File: config.mk
export PLATFORM = sky130hd
export DESIGN_NAME = forward_source_pipe_flat
export DESIGN_NICKNAME = d
export VERILOG_FILES = /design/src/rtl/cpu_defs.sv /design/src/rtl/forward_source_pipe_if.sv /design/src/rtl/fwd_hazard_check.sv /design/src/rtl/forward_source_pipe.sv /design/src/flat_wrapper.sv
export SDC_FILE = /design/constraint.sdc
export NUM_CORES = 1
export LEC_CHECK = 0
export BUFFER_PORTS_ARGS = -buffer_cell sky130_fd_sc_hd__buf_4
export CORE_AREA = 2 2 207 209
export CTS_CLUSTER_DIAMETER = 100
export CTS_CLUSTER_SIZE = 14
export DETAILED_ROUTE_END_ITERATION = 7
export DIE_AREA = 0 0 209 211
export PLACE_DENSITY = 0.71
export SLEW_MARGIN = 25
export SYNTH_ARGS = -nofsm -noshare
export SYNTH_HDL_FRONTEND = slang
export SYNTH_SLANG_ARGS = --single-unit
File: constraint.sdc
create_clock -name clk -period 2.45 [get_ports clk]
set_clock_uncertainty 0.2 [all_clocks]
set_input_delay 0.49 -clock clk [delete_from_list [all_inputs] [get_ports clk]]
set_output_delay 0.49 -clock clk [all_outputs]
set_load 0.05 [all_outputs]
File: src/rtl/cpu_defs.sv
// Shared CPU definitions for the operand-forwarding network.
//   reg_addr_t  : architectural register index (r0 is hard-wired zero)
//   uint32_t    : 32-bit data word
//   fwd_entry_t : one forwarding-pipeline slot (valid, ready, waddr, wdata)
// Helpers build an EX-stage entry and derive what a slot drives onto a
// forwarding bus.
package cpu_defs;

  localparam int DEFAULT_ISSUE_NUM         = 2;
  localparam int DEFAULT_DCACHE_PIPE_DEPTH = 3;

  typedef logic [4:0]  reg_addr_t;
  typedef logic [31:0] uint32_t;

  typedef struct packed {
    logic      valid;
    logic      ready;
    reg_addr_t waddr;
    uint32_t   wdata;
  } fwd_entry_t;

  // Loads have no data yet: they enter not-ready with a zero payload.
  function automatic fwd_entry_t make_ex_entry(input logic      valid,
                                               input logic      is_load,
                                               input reg_addr_t waddr,
                                               input uint32_t   wdata);
    fwd_entry_t e;
    e.valid = valid;
    e.ready = !is_load;
    e.waddr = waddr;
    e.wdata = is_load ? '0 : wdata;
    return e;
  endfunction

  // A pending load must never look like a forwardable producer.
  function automatic reg_addr_t bus_waddr(input fwd_entry_t e);
    return (e.valid && e.ready) ? e.waddr : '0;
  endfunction

  function automatic uint32_t bus_wdata(input fwd_entry_t e);
    return e.valid ? e.wdata : '0;
  endfunction

endpackage

File: src/rtl/forward_source_pipe_if.sv
// Bus bundle of forward_source_pipe.
//   master : EX/decode side, drives stall/flush, EX lanes, load data, rs1/rs2
//            and observes the per-stage forwarding buses and hazard.
//   slave  : the forwarding pipe itself.
// dcache_* buses are indexed [stage][lane]; stage 0 is the youngest D$ stage.
interface forward_source_pipe_if
  import cpu_defs::*;
#(
  parameter int ISSUE_NUM         = DEFAULT_ISSUE_NUM,
  parameter int DCACHE_PIPE_DEPTH = DEFAULT_DCACHE_PIPE_DEPTH
) ();

  logic                                          stall_i;
  logic                                          flush_i;
  logic      [ISSUE_NUM-1:0]                     ex_valid_i;
  logic      [ISSUE_NUM-1:0]                     ex_is_load_i;
  reg_addr_t [ISSUE_NUM-1:0]                     ex_waddr_i;
  uint32_t   [ISSUE_NUM-1:0]                     ex_wdata_i;
  uint32_t   [ISSUE_NUM-1:0]                     load_rdata_i;
  reg_addr_t                                     rs1_i;
  reg_addr_t                                     rs2_i;

  reg_addr_t [ISSUE_NUM-1:0]                     ex_waddr_o;
  uint32_t   [ISSUE_NUM-1:0]                     ex_wdata_o;
  reg_addr_t [DCACHE_PIPE_DEPTH-2:0][ISSUE_NUM-1:0] dcache_waddr_o;
  uint32_t   [DCACHE_PIPE_DEPTH-2:0][ISSUE_NUM-1:0] dcache_wdata_o;
  reg_addr_t [ISSUE_NUM-1:0]                     mm_waddr_o;
  uint32_t   [ISSUE_NUM-1:0]                     mm_wdata_o;
  reg_addr_t [ISSUE_NUM-1:0]                     wb_waddr_o;
  uint32_t   [ISSUE_NUM-1:0]                     wb_wdata_o;
  logic                                          hazard_o;

  modport master (
    output stall_i, flush_i, ex_valid_i, ex_is_load_i, ex_waddr_i, ex_wdata_i,
           load_rdata_i, rs1_i, rs2_i,
    input  ex_waddr_o, ex_wdata_o, dcache_waddr_o, dcache_wdata_o,
           mm_waddr_o, mm_wdata_o, wb_waddr_o, wb_wdata_o, hazard_o
  );

  modport slave (
    input  stall_i, flush_i, ex_valid_i, ex_is_load_i, ex_waddr_i, ex_wdata_i,
           load_rdata_i, rs1_i, rs2_i,
    output ex_waddr_o, ex_wdata_o, dcache_waddr_o, dcache_wdata_o,
           mm_waddr_o, mm_wdata_o, wb_waddr_o, wb_wdata_o, hazard_o
  );

endinterface

File: src/rtl/fwd_hazard_check.sv
// Load-use hazard check for one decode source register.
//   rs         : source register being resolved (r0 never hazards)
//   src_valid  : per-source valid, index 0 = highest priority (youngest)
//   src_ready  : per-source ready (0 = load still waiting for data)
//   src_waddr  : per-source destination register
//   hazard     : the highest-priority matching source is a pending load
module fwd_hazard_check
  import cpu_defs::*;
#(
  parameter int NUM_SRC = 8
) (
  input  reg_addr_t                 rs,
  input  logic      [NUM_SRC-1:0]   src_valid,
  input  logic      [NUM_SRC-1:0]   src_ready,
  input  reg_addr_t [NUM_SRC-1:0]   src_waddr,
  output logic                      hazard
);

  logic pending;

  // Walk from oldest to youngest so the youngest match is the last write;
  // a ready younger producer therefore shadows an older pending load.
  always_comb begin
    pending = 1'b0;
    for (int i = NUM_SRC - 1; i >= 0; i--) begin
      if (src_valid[i] && (src_waddr[i] == rs)) begin
        pending = !src_ready[i];
      end
    end
    hazard = (rs != '0) && pending;
  end

endmodule

File: src/rtl/forward_source_pipe.sv
// Producer side of the operand-forwarding network. Carries each issued
// destination register/result from EX through the D$ stages into MM and WB,
// drives the per-stage forwarding buses and flags load-use hazards for
// decode.
//   clk             : clock
//   rst_n           : asynchronous active-low reset
//   bus             : forward_source_pipe_if.slave (EX inputs, load data,
//                     rs1/rs2, stall/flush, forwarding buses, hazard)
//   hazard_cycles_o : saturating count of hazard cycles, present only when
//                     FORWARD_HAZARD_STAT_EN is defined
module forward_source_pipe
  import cpu_defs::*;
#(
  parameter int ISSUE_NUM         = DEFAULT_ISSUE_NUM,
  parameter int DCACHE_PIPE_DEPTH = DEFAULT_DCACHE_PIPE_DEPTH
) (
  input  logic                  clk,
  input  logic                  rst_n,
  forward_source_pipe_if.slave  bus
`ifdef FORWARD_HAZARD_STAT_EN
  ,
  output logic [31:0]           hazard_cycles_o
`endif
);

  localparam int DC_STAGES = DCACHE_PIPE_DEPTH - 1;
  // Sources in priority order: EX, D$[0..DC_STAGES-1], MM, WB.
  localparam int NUM_SRC   = (DCACHE_PIPE_DEPTH + 2) * ISSUE_NUM;

  fwd_entry_t [ISSUE_NUM-1:0]                ex_e;
  fwd_entry_t [DC_STAGES-1:0][ISSUE_NUM-1:0] dc_q;
  fwd_entry_t [ISSUE_NUM-1:0]                mm_q;
  fwd_entry_t [ISSUE_NUM-1:0]                mm_d;
  fwd_entry_t [ISSUE_NUM-1:0]                wb_q;

  logic      [NUM_SRC-1:0] src_valid;
  logic      [NUM_SRC-1:0] src_ready;
  reg_addr_t [NUM_SRC-1:0] src_waddr;
  logic                    hazard_rs1;
  logic                    hazard_rs2;
  logic                    hazard;

  // A flushed EX slot is treated as empty both for forwarding and hazards.
  always_comb begin
    ex_e = '0;
    for (int j = 0; j < ISSUE_NUM; j++) begin
      ex_e[j] = make_ex_entry(bus.ex_valid_i[j] && !bus.flush_i,
                              bus.ex_is_load_i[j],
                              bus.ex_waddr_i[j],
                              bus.ex_wdata_i[j]);
    end
  end

  // Load data arrives as an entry leaves the last D$ stage.
  always_comb begin
    mm_d = '0;
    for (int j = 0; j < ISSUE_NUM; j++) begin
      mm_d[j] = dc_q[DC_STAGES-1][j];
      if (mm_d[j].valid && !mm_d[j].ready) begin
        mm_d[j].wdata = bus.load_rdata_i[j];
        mm_d[j].ready = 1'b1;
      end
    end
  end

  always_ff @(posedge clk or negedge rst_n) begin
    if (!rst_n) begin
      dc_q <= '0;
      mm_q <= '0;
      wb_q <= '0;
    end else if (bus.flush_i) begin
      dc_q <= '0;
      if (!bus.stall_i) begin
        mm_q <= '0;
        wb_q <= mm_q;
      end
    end else if (!bus.stall_i) begin
      dc_q[0] <= ex_e;
      for (int k = 1; k < DC_STAGES; k++) begin
        dc_q[k] <= dc_q[k-1];
      end
      mm_q <= mm_d;
      wb_q <= mm_q;
    end
  end

  always_comb begin
    bus.ex_waddr_o     = '0;
    bus.ex_wdata_o     = '0;
    bus.dcache_waddr_o = '0;
    bus.dcache_wdata_o = '0;
    bus.mm_waddr_o     = '0;
    bus.mm_wdata_o     = '0;
    bus.wb_waddr_o     = '0;
    bus.wb_wdata_o     = '0;
    for (int j = 0; j < ISSUE_NUM; j++) begin
      bus.ex_waddr_o[j] = bus_waddr(ex_e[j]);
      bus.ex_wdata_o[j] = bus_wdata(ex_e[j]);
      for (int k = 0; k < DC_STAGES; k++) begin
        bus.dcache_waddr_o[k][j] = bus_waddr(dc_q[k][j]);
        bus.dcache_wdata_o[k][j] = bus_wdata(dc_q[k][j]);
      end
      bus.mm_waddr_o[j] = bus_waddr(mm_q[j]);
      bus.mm_wdata_o[j] = bus_wdata(mm_q[j]);
      bus.wb_waddr_o[j] = bus_waddr(wb_q[j]);
      bus.wb_wdata_o[j] = bus_wdata(wb_q[j]);
    end
  end

  // Flatten stages youngest first; within a stage the higher lane is placed
  // first so it wins the priority scan.
  always_comb begin
    src_valid = '0;
    src_ready = '0;
    src_waddr = '0;
    for (int j = 0; j < ISSUE_NUM; j++) begin
      src_valid[ISSUE_NUM-1-j] = ex_e[j].valid;
      src_ready[ISSUE_NUM-1-j] = ex_e[j].ready;
      src_waddr[ISSUE_NUM-1-j] = ex_e[j].waddr;
      for (int k = 0; k < DC_STAGES; k++) begin
        src_valid[(k+1)*ISSUE_NUM + ISSUE_NUM-1-j] = dc_q[k][j].valid;
        src_ready[(k+1)*ISSUE_NUM + ISSUE_NUM-1-j] = dc_q[k][j].ready;
        src_waddr[(k+1)*ISSUE_NUM + ISSUE_NUM-1-j] = dc_q[k][j].waddr;
      end
      src_valid[DCACHE_PIPE_DEPTH*ISSUE_NUM + ISSUE_NUM-1-j]     = mm_q[j].valid;
      src_ready[DCACHE_PIPE_DEPTH*ISSUE_NUM + ISSUE_NUM-1-j]     = mm_q[j].ready;
      src_waddr[DCACHE_PIPE_DEPTH*ISSUE_NUM + ISSUE_NUM-1-j]     = mm_q[j].waddr;
      src_valid[(DCACHE_PIPE_DEPTH+1)*ISSUE_NUM + ISSUE_NUM-1-j] = wb_q[j].valid;
      src_ready[(DCACHE_PIPE_DEPTH+1)*ISSUE_NUM + ISSUE_NUM-1-j] = wb_q[j].ready;
      src_waddr[(DCACHE_PIPE_DEPTH+1)*ISSUE_NUM + ISSUE_NUM-1-j] = wb_q[j].waddr;
    end
  end

  fwd_hazard_check #(.NUM_SRC(NUM_SRC)) u_hazard_rs1 (
    .rs        (bus.rs1_i),
    .src_valid (src_valid),
    .src_ready (src_ready),
    .src_waddr (src_waddr),
    .hazard    (hazard_rs1)
  );

  fwd_hazard_check #(.NUM_SRC(NUM_SRC)) u_hazard_rs2 (
    .rs        (bus.rs2_i),
    .src_valid (src_valid),
    .src_ready (src_ready),
    .src_waddr (src_waddr),
    .hazard    (hazard_rs2)
  );

  assign hazard       = hazard_rs1 | hazard_rs2;
  assign bus.hazard_o = hazard;

`ifdef FORWARD_HAZARD_STAT_EN
  always_ff @(posedge clk or negedge rst_n) begin
    if (!rst_n) begin
      hazard_cycles_o <= '0;
    end else if (hazard && (hazard_cycles_o != 32'hFFFF_FFFF)) begin
      hazard_cycles_o <= hazard_cycles_o + 32'd1;
    end
  end
`endif

endmodule

File: src/flat_wrapper.sv
// flat-port wrapper written by rule: the top's interface ports become plain ports
module forward_source_pipe_flat import cpu_defs::*;
#(
  parameter int ISSUE_NUM         = DEFAULT_ISSUE_NUM,
  parameter int DCACHE_PIPE_DEPTH = DEFAULT_DCACHE_PIPE_DEPTH
)
  (clk, rst_n, bus_stall_i, bus_flush_i, bus_ex_valid_i, bus_ex_is_load_i, bus_ex_waddr_i, bus_ex_wdata_i, bus_load_rdata_i, bus_rs1_i, bus_rs2_i, bus_ex_waddr_o, bus_ex_wdata_o, bus_dcache_waddr_o, bus_dcache_wdata_o, bus_mm_waddr_o, bus_mm_wdata_o, bus_wb_waddr_o, bus_wb_wdata_o, bus_hazard_o);
  forward_source_pipe_if #(.ISSUE_NUM(ISSUE_NUM), .DCACHE_PIPE_DEPTH(DCACHE_PIPE_DEPTH)) bus_i ();
  input  logic clk;
  input  logic rst_n;
  input wire logic [$bits(bus_i.stall_i)-1:0] bus_stall_i;
  input wire logic [$bits(bus_i.flush_i)-1:0] bus_flush_i;
  input wire logic [$bits(bus_i.ex_valid_i)-1:0] bus_ex_valid_i;
  input wire logic [$bits(bus_i.ex_is_load_i)-1:0] bus_ex_is_load_i;
  input wire logic [$bits(bus_i.ex_waddr_i)-1:0] bus_ex_waddr_i;
  input wire logic [$bits(bus_i.ex_wdata_i)-1:0] bus_ex_wdata_i;
  input wire logic [$bits(bus_i.load_rdata_i)-1:0] bus_load_rdata_i;
  input wire logic [$bits(bus_i.rs1_i)-1:0] bus_rs1_i;
  input wire logic [$bits(bus_i.rs2_i)-1:0] bus_rs2_i;
  output wire logic [$bits(bus_i.ex_waddr_o)-1:0] bus_ex_waddr_o;
  output wire logic [$bits(bus_i.ex_wdata_o)-1:0] bus_ex_wdata_o;
  output wire logic [$bits(bus_i.dcache_waddr_o)-1:0] bus_dcache_waddr_o;
  output wire logic [$bits(bus_i.dcache_wdata_o)-1:0] bus_dcache_wdata_o;
  output wire logic [$bits(bus_i.mm_waddr_o)-1:0] bus_mm_waddr_o;
  output wire logic [$bits(bus_i.mm_wdata_o)-1:0] bus_mm_wdata_o;
  output wire logic [$bits(bus_i.wb_waddr_o)-1:0] bus_wb_waddr_o;
  output wire logic [$bits(bus_i.wb_wdata_o)-1:0] bus_wb_wdata_o;
  output wire logic [$bits(bus_i.hazard_o)-1:0] bus_hazard_o;
  assign bus_i.stall_i = bus_stall_i;
  assign bus_i.flush_i = bus_flush_i;
  assign bus_i.ex_valid_i = bus_ex_valid_i;
  assign bus_i.ex_is_load_i = bus_ex_is_load_i;
  assign bus_i.ex_waddr_i = bus_ex_waddr_i;
  assign bus_i.ex_wdata_i = bus_ex_wdata_i;
  assign bus_i.load_rdata_i = bus_load_rdata_i;
  assign bus_i.rs1_i = bus_rs1_i;
  assign bus_i.rs2_i = bus_rs2_i;
  assign bus_ex_waddr_o = bus_i.ex_waddr_o;
  assign bus_ex_wdata_o = bus_i.ex_wdata_o;
  assign bus_dcache_waddr_o = bus_i.dcache_waddr_o;
  assign bus_dcache_wdata_o = bus_i.dcache_wdata_o;
  assign bus_mm_waddr_o = bus_i.mm_waddr_o;
  assign bus_mm_wdata_o = bus_i.mm_wdata_o;
  assign bus_wb_waddr_o = bus_i.wb_waddr_o;
  assign bus_wb_wdata_o = bus_i.wb_wdata_o;
  assign bus_hazard_o = bus_i.hazard_o;
  forward_source_pipe #(.ISSUE_NUM(ISSUE_NUM), .DCACHE_PIPE_DEPTH(DCACHE_PIPE_DEPTH)) u_core (.clk(clk), .rst_n(rst_n), .bus(bus_i));
endmodule
== Word-level counts from Yosys, hierarchy flattened ==
Index checks and enable logic that the tools add are counted.
Operators by class
  equal/unequal tests: 21
  bitwise gates (word level): 1
  reduce and logical (&&, ||, !) cells: 49
  mux-type cells: 51
Operators by type and width (count)
  $mux W32: 14
  $mux W156: 2
  $mux W78: 3
  $eq A5 B5 Y1: 20
  $mux W5: 10
  $logic_and A1 B1 Y1: 36
  $mux W1: 22
  $logic_not A1 Y1: 11
  $reduce_bool A5 Y1: 2
  $ne A2 B1 Y1 const B: 1
  $or A1 B1 Y1: 1
Storage, ports and cells
  flip-flop bits (word level): 312
  output and inout port bits: 371
  input bits: 156

== Longest topological paths before layout ==
Gate-level depths: netlist (run 1).
  depth in word-level cells: 14
  depth in mapped cells: 8

== Modules after synthesis ==
A second synthesis (run 1) with hierarchy kept.
Unflattened totals
  cell total of the unflattened synthesis: 1558
  area, all modules: 16422.0 sq um
Modules (own cells, without submodules)
  forward_source_pipe: area each 14883.0 sq um, cells each 1368, instances 1, seq. area each 7807.5 sq um
  fwd_hazard_check: area each 769.5 sq um, cells each 95, instances 2, seq. area each 0.0 sq um

== Worst setup path before layout (run 1) ==
Ideal clock, no wire load.
  path type: input-to-output
  from: input port bus_rs1_i[3]
  to: output port bus_hazard_o
  cell stages on the path: 8
  path slack: -0.234 ns
  path buffers: 1
  arrival: 1.994 ns
  cells stage by stage: buf_4 xor2_1 nor4_1 nand3_1 nand2b_1 o221ai_1 a31oi_1 o211ai_2
On the way
  cells in the longest elaborated chain, start to end: 14
  elaborated cells on any way between the ends: 33
  those cells by class: eq/ne (10); mux (10); bitwise (1); reduce/logical (12)
Ends and longest elaborated chain
  start: declaration: line flat_wrapper.sv:18  | input wire logic [$bits(bus_i.rs1_i)-1:0] bus_rs1_i;
  $eq A5 B5 Y1: line fwd_hazard_check.sv:26  | if (src_valid[i] && (src_waddr[i] == rs)) begin
  $logic_and A1 B1 Y1: line fwd_hazard_check.sv:26
  $mux W1 (10 in a row): line fwd_hazard_check.sv:26
  $logic_and A1 B1 Y1 *: line fwd_hazard_check.sv:30  | hazard = (rs != '0) && pending;
  $or A1 B1 Y1 *: line forward_source_pipe.sv:150  | assign hazard = hazard_rs1 | hazard_rs2;
  end: declaration: line flat_wrapper.sv:28  | output wire logic [$bits(bus_i.hazard_o)-1:0] bus_hazard_o;
Mark *: on every way between the ends. The rest lies on a longest branch, timed or not.

== Worst setup path after layout (run 1) ==
  from: register u_core.wb_q, in the netlist u_core.src_waddr[42]
  to: output port bus_hazard_o
On the way
  cells in the longest elaborated chain, start to end: 13
  elaborated cells on any way between the ends: 25
  those cells by class: eq/ne (2); mux (18); bitwise (1); reduce/logical (4)
Ends and longest elaborated chain
  start: declaration: line forward_source_pipe.sv:34  | fwd_entry_t [ISSUE_NUM-1:0] wb_q;
  start signal: assignment: line forward_source_pipe.sv:75  | wb_q <= mm_q;
  start signal: assignment: line forward_source_pipe.sv:83  | wb_q <= mm_q;
  $eq A5 B5 Y1: line fwd_hazard_check.sv:26
  $logic_and A1 B1 Y1: line fwd_hazard_check.sv:26
  $mux W1 (9 in a row): line fwd_hazard_check.sv:26
  $logic_and A1 B1 Y1: line fwd_hazard_check.sv:30
  $or A1 B1 Y1 *: line forward_source_pipe.sv:150
Marks and branches as above.

==> results of run 1 <==
-- timing repair --
action	4_1_cts	5_1_grt
cloned	2	1
endpoints found under the hold margin	133	0
hold buffers	79	0
endpoints found under the setup margin	284	30
gates resized for setup	31	22
buffers inserted	1	1
pin swaps	1	2
-- metal layers --
layer / vias up / GRT usage [%]
met3: 98 / 5.293
met5: - / 0
met1: 6994 / 31.03
li1: 6490 / -
met2: 592 / 45.98
met4: 0 / 9.187
-- kinds of logic after synthesis --
logic type             count (synthesis)  synth area share (%)
AND/OR/NAND/NOR                      621                 21.13
flip-flops                           312                 48.12
multiplexers                         232                 14.91
AO/OA/AOI/OAI                        166                 7.025
buffers and inverters                126                 3.524
XOR/XNOR                              97                 5.283
-- path summary, 6_finish.rpt --
check	startpoint	end	slack, ps	cells after the start
worst min register to register	u_core.mm_q[42]	u_core.mm_q[42]	300	2
worst max register to register	u_core.dc_q[154]	u_core.mm_q[43]	390	4
worst min-delay path	bus_load_rdata_i[8]	u_core.mm_q[8]	20	3
max in group asynchronous	rst_n	u_core.dc_q[95]	1000	3
min in group asynchronous	rst_n	u_core.wb_q[57]	290	2
worst max-delay path	u_core.src_waddr[42]	bus_hazard_o	-840	8
-- critical path, stage by stage (launching register included) --
cell      delay [ps]
dfrtp_1          410
xor2_1           180
nor4_2           320
and4b_1          230
nor3_1            60
o221ai_1         200
a31oi_2          160
o211ai_4         260
buf_8            190
-- stage by stage --
stage | area [um^2] | util, % | setup WS, ps | TNS (ps) | power (W)
final | 23280 | 55.74 | -838.5 | -838.5 | 0.01092
after global routing | 23280 | 55.74 | -960.0 | -960.0 | 0.01136
after CTS | 23170 | 55.49 | -860.8 | -860.8 | 0.01102
after detailed placement | 21520 | 51.54 | -533.8 | -4105 | 0.007098
after global placement | 21520 | 51.54 | -526.7 | -3782 | 0.007067
after floorplan | 16270 | - | -139.5 | -409.6 | 0.006302
-- cell usage after synthesis (6+ instances only) --
master / instances / share of area, %
xnor2_1: 33 / 1.8
clkbuf_1: 79 / 1.8
and3_1: 44 / 1.7
mux2_2: 78 / 5.4
buf_2: 28 / 0.86
nand3_1: 15 / 0.46
a22o_1: 64 / 3.5
dfrtp_1: 312 / 48
xor2_1: 63 / 3.4
nand2b_1: 15 / 0.58
o21ai_0: 78 / 2.4
buf_6: 7 / 0.49
inv_1: 6 / 0.14
nor4_1: 12 / 0.46
nor2_1: 96 / 2.2
mux2i_1: 154 / 9.5
nor3_1: 7 / 0.22
nand2_1: 84 / 1.9
and2_1: 328 / 13
nor2b_1: 6 / 0.23
-- state kept, by name, summed over array words and instances (netlist names) --
name / cells
u_core.src_ready: 2
u_core.wb_q: 64
u_core.mm_q: 78
u_core.src_waddr: 10
u_core.src_valid: 2
u_core.dc_q: 156
-- final cells by class --
class                      count  area, um^2  area share [%]
clock buffer                  26       650.6           2.795
clock inverter                 2       27.53          0.1183
inverter                       6       22.52         0.09676
multi-input combinational   1116        7953           34.17
sequential                   312        7812           33.56
tap                          539       674.4           2.897
timing repair buffer         733        6136           26.36
-- report_power, final --
group          switching [W]  internal [W]  leakage [nW]
clock network        0.00189       0.00189         0.333
registers           0.000141       0.00530          4.30
logic               0.000943      0.000760          7.29
total                0.00297       0.00795          11.9
==> metrics.txt, run 1 <==
status complete, but fails checks; failing checks negative setup slack; Worst Path Max Fanout 2; # fillers 3607; Synth cell types 45; EDFF count, synth 0; DP HPWL 41.94 mm; DR top layer met4; area growth from synthesis to layout 43.46%; Detailed Routing Iterations Pass 1 5; final WL 58.52 mm; vias in the first global route 14858; VDD IR max 0.0004717 V; most common cell after layout, fill and taps aside buf_4; Num CTS Buffers 26; ANT cells 0; clk buf depth 3; FF+latch count, synth 312; Tightest Pin Transition 642.0 ps; setup violators final 1; clock slew seen by the registers of the worst setup and hold paths 70 ps; Vias/cell 5.184; Fmax 304.1 MHz; Mapped Cells 1554; syn nets 1710; placed insts 2623; Synth Flop Type dfrtp_1; Leak 11.92 nW; clock root cell clkbuf_16; height of the die 211 um; M1 WL 23.22 mm; fin nets 2351; DR vias 14174; # clock sinks 312; initial antenna violation count 0; Synth async-reset ratio 100.0%; CTS tree built; Initial Util 38.85%; H-tree levels 1; # port buffers 526; DRC viols 0; Detail Route met2 WL 29.19 mm; PD cells 469.1 nW/um^2; DR WL met3 3.963 mm; setup ws final -838.5 ps; global-route wire length before repair 88.34 mm; Clock Latency Late Sink 580 ps; Core Rows 75; GRT Util Overall 25.84%; register area share after synthesis 48.12%; Ys Warns 0; worst hold path type input pin to register; Non-Filler Instances 2734; Setup crit end kind output pin; Ports 527; Die X 209 um; full die area 44100 um^2; RSZ-0062 raised after global routing yes; crit path DAT 2600 ps; fin. max-slew vios 0; WL per Instance 21.40 um; MaxCap Viol Count 0; relative slew slack 57.20%; pin count of the biggest net entering global routing 71; DR iter-0 viols 799; Antenna Violating Nets Remaining 0; final hold viol count 0; crit share post-route 134.2%; Final Hold Slack 22.75 ps; most frequent cells in the layout buf_4 (610), dfrtp_1 (308), and2_1 (296), mux2i_1 (154), nor2_1 (95); Final GP Congestion 0.9099; CP required 1760 ps; GRT overflow 0; Synth Cell Area 16220 um^2; startpoint types register; Syn Area/Cell 10.44 um^2; core area 41760 um^2; Period minus WS final 3289 ps; layout cells sized above 1 36.95%; critical path type register to output pin
(Power assumes the default switching activity.)
==> run 2, diff against run 1 <==
Settings changed: SKIP_LAST_GASP from default to 1.
==> run 2 against run 1 <==
The run still ends with negative setup slack left. Clock power is essentially flat. Power is essentially flat. Worst setup slack lost 5.2 ps. Utilization decreased by 0.093 points. Fmax is 0.16% lower. Combinational power is essentially flat. Die area stayed put. Sequential share of layout area grew 0.056 points. Via count up 0.42%. Non-clock buffer count did not move.
==> metrics.txt, run 2 (synthesized netlist as in run 1, its figures left out) <==
startpoint types register; DR vias 14233; Ports 527; met2 Usage GRT 45.90%; sw frac 27.28%; Num CTS Buffers 26; max FFs per register 156; critical path type register to output pin; core area 41760 um^2; Tightest Pin Transition 642.6 ps; final WL 58.57 mm; flop2flop setup slack 400 ps; share of power burned in registers 49.8%; GRT overflow 0; # port buffers 526; Setup crit end kind output pin; # fillers 3613; DP HPWL 41.94 mm; Period minus WS final 3294 ps; Internal 0.007948 W; met3 Use GR 5.308%; worst-path cell chain xor2_1 -> nor4_2 -> and4b_1 -> nor3_1 -> o221ai_1 -> a31oi_2 -> o211ai_4 -> buf_8; Final Hold Slack 22.46 ps; CP max stage cell dfrtp_1; GRT Util Overall 25.84%; Vias/cell 5.204; CP delay by family, top simple AND/OR/NAND/NOR gates; initial antenna violation count 1; clk buf depth 3; crit path DAT 2600 ps; DRC viols 0; status complete, but fails checks; area growth from synthesis to layout 43.23%; WL per Instance 21.41 um; GRT busiest layer met2; crit share post-route 134.4%; Core Rows 75; fin. max-slew vios 0; Fmax 303.6 MHz; most flop-heavy register u_core.dc_q; most common cell after layout, fill and taps aside buf_4; clock slew seen by the registers of the worst setup and hold paths 70 ps; setup violators final 1; DR iter-0 viols 847; relative slew slack 57.16%; MaxCap Viol Count 0; height of the die 211 um; PD cells 470.4 nW/um^2; RSZ-0062 raised after global routing yes; Antenna Violating Nets Remaining 0; P_sw 0.002982 W; global-route wire length before repair 88.31 mm; full die area 44100 um^2; worst hold path type input pin to register; # clock sinks 312; Clk pwr share 34.6%; CP required 1760 ps; pre-CTS setup slack -533.8 ps; setup ws final -843.7 ps; vias in the first global route 14906; Detailed Routing Iterations Pass 1 4; Comb pwr share 15.6%; CP max stage delay 410 ps; CTS tree built; Die X 209 um; most frequent cells in the layout buf_4 (619), dfrtp_1 (308), and2_1 (296), mux2i_1 (154), nor2_1 (95); clock root cell clkbuf_16; final hold viol count 0; Worst Path Max Fanout 2; Clock Latency Late Sink 580 ps; layout cells sized above 1 36.95%; biggest registers after layout u_core.dc_q (156), u_core.mm_q (78), u_core.wb_q (64); H-tree levels 1; Leak 11.91 nW; fin nets 2351; met1 Resource Use GR 31.01%; Initial Util 38.85%; pin count of the biggest net entering global routing 71; buffers plus inverters on the worst setup path 1; failing checks negative setup slack; VDD IR max 0.0004749 V; Final GP Congestion 0.9099
[run 2: area by class of cell]
class | count | area [um^2] | area share [%]
Antenna cell | 1 | 2.502 | 0.01077
Clock buffer | 26 | 650.6 | 2.800
Clock inverter | 2 | 27.53 | 0.1185
Inverter | 6 | 22.52 | 0.09692
Multi-Input combinational cell | 1116 | 7953 | 34.22
Sequential cell | 312 | 7812 | 33.62
Tap cell | 539 | 674.4 | 2.902
Timing Repair Buffer | 733 | 6095 | 26.23
[run 2: worst min-delay path, delay by kind of cell]
family                 cells  cell delay, ps
AO/OA/AOI/OAI              1             130
multiplexers               1              50
buffers and inverters      1              80
[run 2: per-stage QoR]
step                std cells  area (um^2)  utilization [%]  total power, W  setup TNS, ps
finish                   2735        23240            55.65         0.01093         -843.7
global route             2734        23230            55.64         0.01136          -1086
CTS                      2733        23170            55.49         0.01102         -876.9
detailed placement       2623        21520            51.54        0.007098          -4105
global placement         2623        21520            51.54        0.007067          -3782
floorplan                1554        16270                -        0.006302         -409.6
[run 2: final timing paths]
| kind | startpoint | to | depth (start not counted) |
|---|---|---|---|
| max in group asynchronous | rst_n | u_core.mm_q[31] | 3 |
| hold reg to reg | u_core.mm_q[42] | u_core.mm_q[42] | 2 |
| hold / removal | bus_load_rdata_i[8] | u_core.mm_q[8] | 3 |
| setup reg to reg | u_core.dc_q[154] | u_core.mm_q[43] | 4 |
| setup / recovery | u_core.src_waddr[42] | bus_hazard_o | 8 |
| min in group asynchronous | rst_n | u_core.wb_q[57] | 2 |
[run 2: layer usage]
metal / up-vias / routed length [um]
li1: 6489 / -
met1: 7046 / 23370
met2: 586 / 29180
met3: 108 / 3825
met4: 4 / 2169
met5: - / 23
[run 2: repair_timing]
action,4_1_cts,5_1_grt
hold buffers,79,0
gates cloned,2,1
pin swaps,0,2
setup buffers,1,1
endpoints found under the hold margin,133,0
resized for setup,31,11
setup endpoints to repair,284,30
[run 2: power by group through the flow]
| stage | Combinational, W | Sequential, W | Clock [W] |
|---|---|---|---|
| after floorplan | 0.000810 | 0.00549 | 0 |
| after global placement | 0.00154 | 0.00553 | 0 |
| after detailed placement | 0.00156 | 0.00554 | 0 |
| after CTS | 0.00169 | 0.00544 | 0.00388 |
| after global routing | 0.00182 | 0.00546 | 0.00408 |
| final | 0.00170 | 0.00545 | 0.00378 |
==> run 3, diff against run 2 <==
Settings changed: SETUP_SLACK_MARGIN from default to 0.2.
==> run 3 against run 2 <==
The flow still finishes with violations (negative setup slack). Worst setup slack got worse by 8.1 ps. Hold slack about the same. Critical path depth unchanged. Critical path type unchanged. Critical endpoint unchanged. Largest cell class is now buffers. Largest power group unchanged. Highest routed layer unchanged.
==> metrics.txt, run 3 (synthesized netlist as in run 1, its figures left out) <==
post-route cell area 26540 um^2; Clock Latency Late Sink 560 ps; area growth from synthesis to layout 63.58%; Leak 13.11 nW; most flop-heavy register u_core.dc_q; buffers plus inverters on the worst setup path 1; Core Rows 75; CP max stage cell dfrtp_1; DP HPWL 42.57 mm; met1 Resource Use GR 34.14%; setup violators final 122; DR vias 15134; pin count of the biggest net entering global routing 92; share of power burned in registers 48.1%; Vias/cell 5.376; Worst Path Max Fanout 3; Clk pwr share 34.0%; VDD IR max 0.0004456 V; most common cell after layout, fill and taps aside buf_4; final WL 69.14 mm; Final Power 0.01134 W; met3 Use GR 5.248%; Antenna Violating Nets Remaining 0; GRT busiest layer met2; # port buffers 526; clk buf depth 3; clock root cell clkbuf_16; crit share post-route 134.8%; DRC viols 0; relative slew slack 58.85%; fin nets 2429; setup ws final -851.8 ps; Final Hold Slack 22.29 ps; most frequent cells in the layout buf_4 (394), dfrtp_1 (299), and2_4 (215), buf_6 (176), mux2i_1 (154); core area 41760 um^2; RSZ-0062 raised after global routing yes; Setup crit end kind output pin; CTS tree built; height of the die 211 um; biggest registers after layout u_core.dc_q (156), u_core.mm_q (78), u_core.wb_q (64); fin. max-slew vios 0; initial antenna violation count 2; WL per Instance 24.56 um; Tightest Pin Transition 617.3 ps; Initial Util 38.85%; sw frac 27.53%; status complete, but fails checks; full die area 44100 um^2; final hold viol count 0; P_sw 0.003123 W; worst-path cell chain xor2_1 -> nor4_2 -> a311oi_1 -> nor3_1 -> o221ai_1 -> a31oi_2 -> o211ai_4 -> buf_6; max FFs per register 156; CP required 1760 ps; Ports 527; # clock sinks 312; Period minus WS final 3302 ps; GRT overflow 0; MaxCap Viol Count 0; failing checks negative setup slack; DR iter-0 viols 1076; Fmax 302.9 MHz; CP max stage delay 430 ps; final setup TNS -12940 ps; area post-placement 21710 um^2; Comb pwr share 17.9%; global-route wire length before repair 98.55 mm; clock slew seen by the registers of the worst setup and hold paths 80 ps; Detailed Routing Iterations Pass 1 6; layout cells sized above 1 48.57%; GRT Util Overall 29.58%; CP delay by family, top compound AO/OA/AOI/OAI gates; Die X 209 um; met2 Usage GRT 53.87%; H-tree levels 1; vias in the first global route 15682; Final GP Congestion 0.8569; worst hold path type input pin to register; final core utilization 63.55%; crit path DAT 2610 ps; Internal 0.008220 W; PD cells 427.4 nW/um^2; # fillers 3088; critical path type register to output pin; Num CTS Buffers 26; startpoint types register
-- run 3: cell types whose count changed in the layout (fill, tap and decap cells not counted), sizes merged --
cell,delta
buf,+84
clkinv,-1
dlygate4sd3,-10
bufbuf,-1
clkbuf,+8
-- run 3: through the flow --
step                instances  setup WS (ps)
detailed placement       2633         -521.6
finish                   2815         -851.8
global placement         2633         -504.5
global route             2815          -1032
floorplan                1554         -139.5
CTS                      2787         -859.4
-- run 3: worst paths after layout --
path / startpoint / to / slack (ps) / depth (start not counted)
max: u_core.src_waddr[43] / bus_hazard_o / -850 / 8
min: bus_ex_waddr_i[1] / u_core.dc_q[33] / 20 / 3
max reg2reg: u_core.dc_q[116] / u_core.mm_q[7] / 230 / 9
min reg2reg: u_core.wb_q[2] / u_core.wb_q[2] / 300 / 1
max in group asynchronous: rst_n / u_core.dc_q[65] / 1010 / 3
min in group asynchronous: rst_n / u_core.wb_q[24] / 290 / 2
-- run 3: power groups by stage --
stage	Sequential (W)	Combinational, W	Clock (W)
2_1_floorplan	0.00549	0.000834	0
3_3_place_gp	0.00554	0.00158	0
3_5_place_dp	0.00554	0.00160	0
4_1_cts	0.00545	0.00193	0.00393
5_1_grt	0.00547	0.00214	0.00412
6_report	0.00546	0.00203	0.00385
-- run 3: repair_timing --
item,4_1_cts,5_1_grt
setup endpoints to repair,369,369
resized for setup,432,209
buffers inserted,31,19
hold buffers,69,0
cloned,24,8
pin swaps,25,3
hold endpoints to repair,116,0
-- run 3: final cells by class --
class / count / area [um^2] / area share, %
diodes: 1 / 2.502 / 0.009429
flip-flops and latches: 312 / 7824 / 29.48
multi-input cells: 1116 / 8511 / 32.07
well taps: 539 / 674.4 / 2.541
clock buffers: 29 / 683.2 / 2.574
inverters: 6 / 22.52 / 0.08486
repair buffers: 811 / 8813 / 33.21
clock inverters: 1 / 8.758 / 0.03300
-- run 3: per-layer routing --
layer / share of wire, % / vias up
li1: - / 6662
met1: 36 / 7516
met2: 52 / 779
met3: 6.8 / 175
met4: 4.9 / 2
met5: 0.019 / -
-- run 3: tightest hold or removal path, stage by stage --
cell     delay (ps)
buf_4           120
mux2i_1          70
nor2_1           80
